File: src/rtl/rom_scan_ctrl_if.sv
// rtl/rom_scan_ctrl_if.sv - scan request, ROM bus and result signals of rom_scan_ctrl
interface rom_scan_ctrl_if #(
    parameter int ADDR_W = 3,
    parameter int DATA_W = 4,
    parameter int SUM_W  = ADDR_W + DATA_W
);
    logic              start;
    logic [ADDR_W-1:0] first_addr;
    logic [ADDR_W-1:0] last_addr;
    logic [ADDR_W-1:0] address;
    logic [DATA_W-1:0] read_data;
    logic              busy;
    logic              done;
    logic [SUM_W-1:0]  sum;
    logic [DATA_W-1:0] max_val;
    logic [ADDR_W-1:0] max_addr;

    modport master (
        output start, first_addr, last_addr, read_data,
        input  address, busy, done, sum, max_val, max_addr
    );

    modport slave (
        input  start, first_addr, last_addr, read_data,
        output address, busy, done, sum, max_val, max_addr
    );
endinterface

File: src/rtl/rom_scan_ctrl.sv
// rtl/rom_scan_ctrl.sv - wrap-around ROM window scanner computing sum and max entry
module rom_scan_ctrl #(
    parameter int ADDR_W = 3,
    parameter int DATA_W = 4,
    parameter int SUM_W  = ADDR_W + DATA_W
) (
    input  logic            clk,
    input  logic            rst,
    rom_scan_ctrl_if.slave  bus
);
    typedef enum logic [1:0] {IDLE, SCAN, DONE} state_t;

    state_t            state, state_n;
    logic [ADDR_W-1:0] addr_q, addr_n;
    logic [ADDR_W-1:0] last_q, last_n;
    logic [ADDR_W-1:0] max_addr_q, max_addr_n;
    logic [SUM_W-1:0]  sum_q, sum_n;
    logic [DATA_W-1:0] max_q, max_n;
    logic              first_q, first_n;
    logic              busy_q, busy_n;
    logic              done_q, done_n;

    always_ff @(posedge clk) begin
        if (rst) begin
            state      <= IDLE;
            addr_q     <= '0;
            last_q     <= '0;
            max_addr_q <= '0;
            sum_q      <= '0;
            max_q      <= '0;
            first_q    <= 1'b0;
            busy_q     <= 1'b0;
            done_q     <= 1'b0;
        end else begin
            state      <= state_n;
            addr_q     <= addr_n;
            last_q     <= last_n;
            max_addr_q <= max_addr_n;
            sum_q      <= sum_n;
            max_q      <= max_n;
            first_q    <= first_n;
            busy_q     <= busy_n;
            done_q     <= done_n;
        end
    end

    // busy/done are computed from the next state so they leave the block registered.
    always_comb begin
        state_n    = state;
        addr_n     = addr_q;
        last_n     = last_q;
        max_addr_n = max_addr_q;
        sum_n      = sum_q;
        max_n      = max_q;
        first_n    = first_q;
        busy_n     = 1'b0;
        done_n     = 1'b0;
        case (state)
            IDLE: begin
                if (bus.start) begin
                    addr_n  = bus.first_addr;
                    last_n  = bus.last_addr;
                    sum_n   = '0;
                    first_n = 1'b1;
                    state_n = SCAN;
                    busy_n  = 1'b1;
                end
            end
            SCAN: begin
                busy_n  = 1'b1;
                sum_n   = sum_q + SUM_W'(bus.read_data);
                first_n = 1'b0;
                // Strict compare keeps the earliest-visited address on ties.
                if (first_q || (bus.read_data > max_q)) begin
                    max_n      = bus.read_data;
                    max_addr_n = addr_q;
                end
                if (addr_q == last_q) begin
                    state_n = DONE;
                    busy_n  = 1'b0;
                    done_n  = 1'b1;
                end else begin
                    addr_n = addr_q + ADDR_W'(1);
                end
            end
            DONE: begin
                state_n = IDLE;
            end
            default: begin
                state_n = IDLE;
            end
        endcase
    end

    assign bus.address  = addr_q;
    assign bus.busy     = busy_q;
    assign bus.done     = done_q;
    assign bus.sum      = sum_q;
    assign bus.max_val  = max_q;
    assign bus.max_addr = max_addr_q;
endmodule

File: src/flat_wrapper.sv
// flat-port wrapper written by rule: the top's interface ports become plain ports
module rom_scan_ctrl_flat 
#(
    parameter int ADDR_W = 3,
    parameter int DATA_W = 4,
    parameter int SUM_W  = ADDR_W + DATA_W
)
  (clk, rst, bus_start, bus_first_addr, bus_last_addr, bus_read_data, bus_address, bus_busy, bus_done, bus_sum, bus_max_val, bus_max_addr);
  rom_scan_ctrl_if #(.ADDR_W(ADDR_W), .DATA_W(DATA_W), .SUM_W(SUM_W)) bus_i ();
  input  logic clk;
  input  logic rst;
  input wire logic [$bits(bus_i.start)-1:0] bus_start;
  input wire logic [$bits(bus_i.first_addr)-1:0] bus_first_addr;
  input wire logic [$bits(bus_i.last_addr)-1:0] bus_last_addr;
  input wire logic [$bits(bus_i.read_data)-1:0] bus_read_data;
  output wire logic [$bits(bus_i.address)-1:0] bus_address;
  output wire logic [$bits(bus_i.busy)-1:0] bus_busy;
  output wire logic [$bits(bus_i.done)-1:0] bus_done;
  output wire logic [$bits(bus_i.sum)-1:0] bus_sum;
  output wire logic [$bits(bus_i.max_val)-1:0] bus_max_val;
  output wire logic [$bits(bus_i.max_addr)-1:0] bus_max_addr;
  assign bus_i.start = bus_start;
  assign bus_i.first_addr = bus_first_addr;
  assign bus_i.last_addr = bus_last_addr;
  assign bus_i.read_data = bus_read_data;
  assign bus_address = bus_i.address;
  assign bus_busy = bus_i.busy;
  assign bus_done = bus_i.done;
  assign bus_sum = bus_i.sum;
  assign bus_max_val = bus_i.max_val;
  assign bus_max_addr = bus_i.max_addr;
  rom_scan_ctrl #(.ADDR_W(ADDR_W), .DATA_W(DATA_W), .SUM_W(SUM_W)) u_core (.clk(clk), .rst(rst), .bus(bus_i));
endmodule
File: config.mk
export PLATFORM = sky130hd
export DESIGN_NAME = rom_scan_ctrl_flat
export DESIGN_NICKNAME = d
export VERILOG_FILES = /design/src/rtl/rom_scan_ctrl_if.sv /design/src/rtl/rom_scan_ctrl.sv /design/src/flat_wrapper.sv
export SDC_FILE = /design/constraint.sdc
export NUM_CORES = 1
export LEC_CHECK = 0
export ABC_CLOCK_PERIOD_IN_PS = 4610
export CORE_UTILIZATION = 52
export CTS_CLUSTER_DIAMETER = 120
export CTS_CLUSTER_SIZE = 16
export DETAILED_ROUTE_END_ITERATION = 8
export GPL_TIMING_DRIVEN = 0
export HOLD_SLACK_MARGIN = 0.12
export PLACE_DENSITY_LB_ADDON = 0.08
export REMOVE_ABC_BUFFERS = 1
export SLEW_MARGIN = 15
export SYNTH_ARGS = -nofsm -noshare
export SYNTH_HDL_FRONTEND = slang
export SYNTH_SLANG_ARGS = --single-unit
export TNS_END_PERCENT = 5
File: constraint.sdc
create_clock -name clk -period 4.61 [get_ports clk]
set_clock_uncertainty 0.2 [all_clocks]
set_input_delay 0.6915 -clock clk [delete_from_list [all_inputs] [get_ports clk]]
set_output_delay 0.6915 -clock clk [all_outputs]
set_load 0.05 [all_outputs]
==> impl_metrics.tcl <==
set metrics [dict create \
    nets 200 \
    post-cts-setup-buffer-count 0 \
    pwr-share-comb_pct 37.0 \
    hold_class "reg -> reg" \
    drc 0 \
    grt_pass1_vias 1015 \
    p_seq_share_pct 45.4 \
    power_leakage_uw 0.000623 \
    grt_max_degree 36 \
    seq_area_frac_synth_pct 37.2 \
    status "complete, no violations" \
    grt_usage_pct 21.9 \
    startpoint_type "input port" \
    cts_resized 0 \
    drv_cap 0 \
    yosys_warnings 0 \
    grtUsageMet2_pct 37.6 \
    gr-max-usage-layer "met2" \
    start_util_pct 54.8 \
    root_buffer "clkbuf_4" \
    postLayoutCellArea_um2 1680 \
    fin_crit_ns 2.52 \
    grt_util_met3_pct 6.03 \
    ys_types 39 \
    ant_nets 0 \
    cts_buffer_depth 2 \
    io_buffers 31 \
    finalWeightedCongestion 0.730 \
    finalHoldViolations 0 \
    cts_made_buffers 3 \
    syn_to_final_growth_pct 24.9 \
    grt_first_pass_wirelength_um 4530 \
    antennaDiodeCount 0 \
    end_kind "flip-flop" \
    clk_pin_slew_ns 0.13 \
    critPathArrivalTime_ns 2.53 \
    synthesis.area_per_instance_um2 9.09 \
    gr-total-overflow 0 \
    hpwl_um 1990 \
    io_pins 32 \
    rows 18 \
    rsz0062_at_grt "false" \
    synth-seq-cells 25 \
    worstSetupPathType "in -> reg" \
    place_area_um2 1650 \
    final_layout_size_suffix_gt1_share_pct 6.25 \
    fmaxAchievable_mhz 397 \
    clkSinkCount 25 \
    finalCritPeriodShare_pct 54.6 \
    hold_depth 2 \
    slew_headroom_pct 30.5 \
    switching_share_pct 37.1 \
    synth_cells 148 \
    r2r_setup_slack_ns 2.57 \
    place_ws_ns 1.77 \
    critPathRequiredTime_ns 4.63 \
    drtPass1Iterations 4 \
    vias 1130 \
    drt-wirelength-per-cell_um 13.2 \
    fp.dieW_um 52.9 \
    timing.final.ws_setup_ns 2.09 \
    coreArea_um2 2450 \
    setup_violations 0 \
    crit_fanout 3 \
    maxSlewViolCount 0 \
    cts_tree "built" \
    antenna_found_initial 0 \
    htreeDepth 1 \
    synthesis.area_um2 1350 \
    peakVddDrop_v 0.000281 \
    p_clk_share_pct 17.7 \
    dr.first_iter.drc_count 7 \
    routed_wl_um 2710 \
    viasPerCell 5.49 \
    gr-usage-met1_pct 27.6 \
    tns_ns 0 \
    dieArea_um2 2790 \
    intPower_uw 352 \
    worst_r2r_path_depth 6 \
    worst-slew-pin-transition_ns 1.04 \
    clock_latency_ns 0.32 \
    cts-hold-fix-buffers 0 \
    switchingPower_uw 207 \
    die_h_um 52.9 \
    p_per_area_nw_per_um2 333 \
]
[per-stage QoR]
stage | utilization, % | hold WS, ns | total power (uW) | instances
detailed placement | 67.4 | 0.264 | 466 | 202
finish | 68.5 | 0.280 | 559 | 206
global route | 68.5 | 0.300 | 594 | 206
global placement | 67.4 | 0.258 | 460 | 202
floorplan | - | 0.244 | 400 | 141
CTS | 68.5 | 0.283 | 561 | 206
[power groups by stage]
| stage | Clock [uW] | Combinational, uW | Sequential (uW) |
|---|---|---|---|
| after global placement | 0 | 203 | 257 |
| after floorplan | 0 | 95.7 | 304 |
| after global routing | 112 | 226 | 257 |
| final | 98.8 | 207 | 254 |
| after detailed placement | 0 | 207 | 259 |
| after CTS | 100 | 208 | 254 |
[cells in the mapped netlist, drive strengths merged]
cell,n,area share (%)
inv,6,1.7
mux2,2,1.7
nand4b,2,1.3
nor2b,1,0.47
nor3,3,1.1
buf,5,2.3
nand2,15,4.2
o41ai,1,0.65
nand2b,16,7.4
clkbuf,2,0.56
ha,9,8.4
mux2i,8,6.0
or2,1,0.47
nor2,8,2.2
dfxtp,25,37
o211ai,1,0.56
a21oi,12,4.7
o21a,1,0.56
nand4,1,0.47
xnor2,3,2.0
and2b,1,0.56
a31oi,1,1.6
a21o,1,0.56
a31o,1,0.65
fa,1,1.5
o22ai,1,0.47
xor2,1,0.65
o32ai,1,0.65
nor3b,4,2.6
nand3,6,2.2
a211oi,2,1.5
and4,1,0.84
or3b,1,0.84
o21ai,4,1.5
[cells by family after synthesis]
logic type	share of synthesized area (%)
xor gates and xnor gates	2.61
muxes	7.63
adders and majority gates	9.86
DFF	37.2
AOI/OAI and AO/OA	13.4
and+or+nand+nor	24.7
buffers and inverters	4.56
[layout make-up]
class | instances | area [um2]
Clock buffer | 4 | 26.3
Fill cell | 210 | 774
Inverter | 6 | 22.5
Multi-Input combinational cell | 110 | 783
Sequential cell | 25 | 500
Tap cell | 30 | 37.5
Timing Repair Buffer | 31 | 310
[metal layers]
layer  wire, um  share of wire, %
met4         15              0.55
met2       1310                48
met5          0                 0
met1       1270                47
met3        123               4.5
[registers in the layout, indices dropped and copies added, names as in the netlist]
| name | count |
|---|---|
| u_core.bus.address | 3 |
| u_core.bus.busy | 1 |
| u_core.bus.done | 1 |
| u_core.bus.max_addr | 3 |
| u_core.bus.max_val | 4 |
| u_core.bus.sum | 7 |
| u_core.first_q | 1 |
| u_core.last_q | 3 |
| u_core.state | 2 |
[final timing paths]
kind / start / to
setup / recovery: bus_read_data[0] / u_core.bus.sum[6]$_SDFFE_PP0P_
hold / removal: u_core.last_q[2]$_SDFFE_PP0P_ / u_core.last_q[2]$_SDFFE_PP0P_
setup reg to reg: u_core.bus.sum[0]$_SDFFE_PP0P_ / u_core.bus.sum[6]$_SDFFE_PP0P_
hold reg to reg: u_core.last_q[2]$_SDFFE_PP0P_ / u_core.last_q[2]$_SDFFE_PP0P_
[critical path, cell delays in order]
cell and delay (ns):
clkdlybuf4s50_1 0.45, ha_1 0.23, fa_1 0.41, a21oi_1 0.16, o21ai_0 0.12, nand4_1 0.13
mux2_1 0.33
[layout by cell type (no fill, tap or decap), drive strengths merged]
| cell type | count |
|---|---|
| xnor2 | 3 |
| clkdlybuf4s50 | 31 |
| inv | 6 |
| o41ai | 1 |
| clkbuf | 4 |
| o211ai | 1 |
| or2 | 1 |
| or3b | 1 |
| nand3 | 6 |
| ha | 9 |
| nor3 | 3 |
| and2b | 1 |
| nor2b | 1 |
| nor2 | 8 |
| o22ai | 1 |
| mux2 | 2 |
| nor3b | 4 |
| xor2 | 1 |
| mux2i | 8 |
| nand2 | 15 |
| nand2b | 16 |
| dfxtp | 25 |
| a31o | 1 |
| a21oi | 12 |
| a21o | 1 |
| a211oi | 2 |
| nand4 | 1 |
| o21ai | 4 |
| a31oi | 1 |
| o21a | 1 |
| nand4b | 2 |
| and4 | 1 |
| o32ai | 1 |
| fa | 1 |
Power figures use the tool's default switching activity.
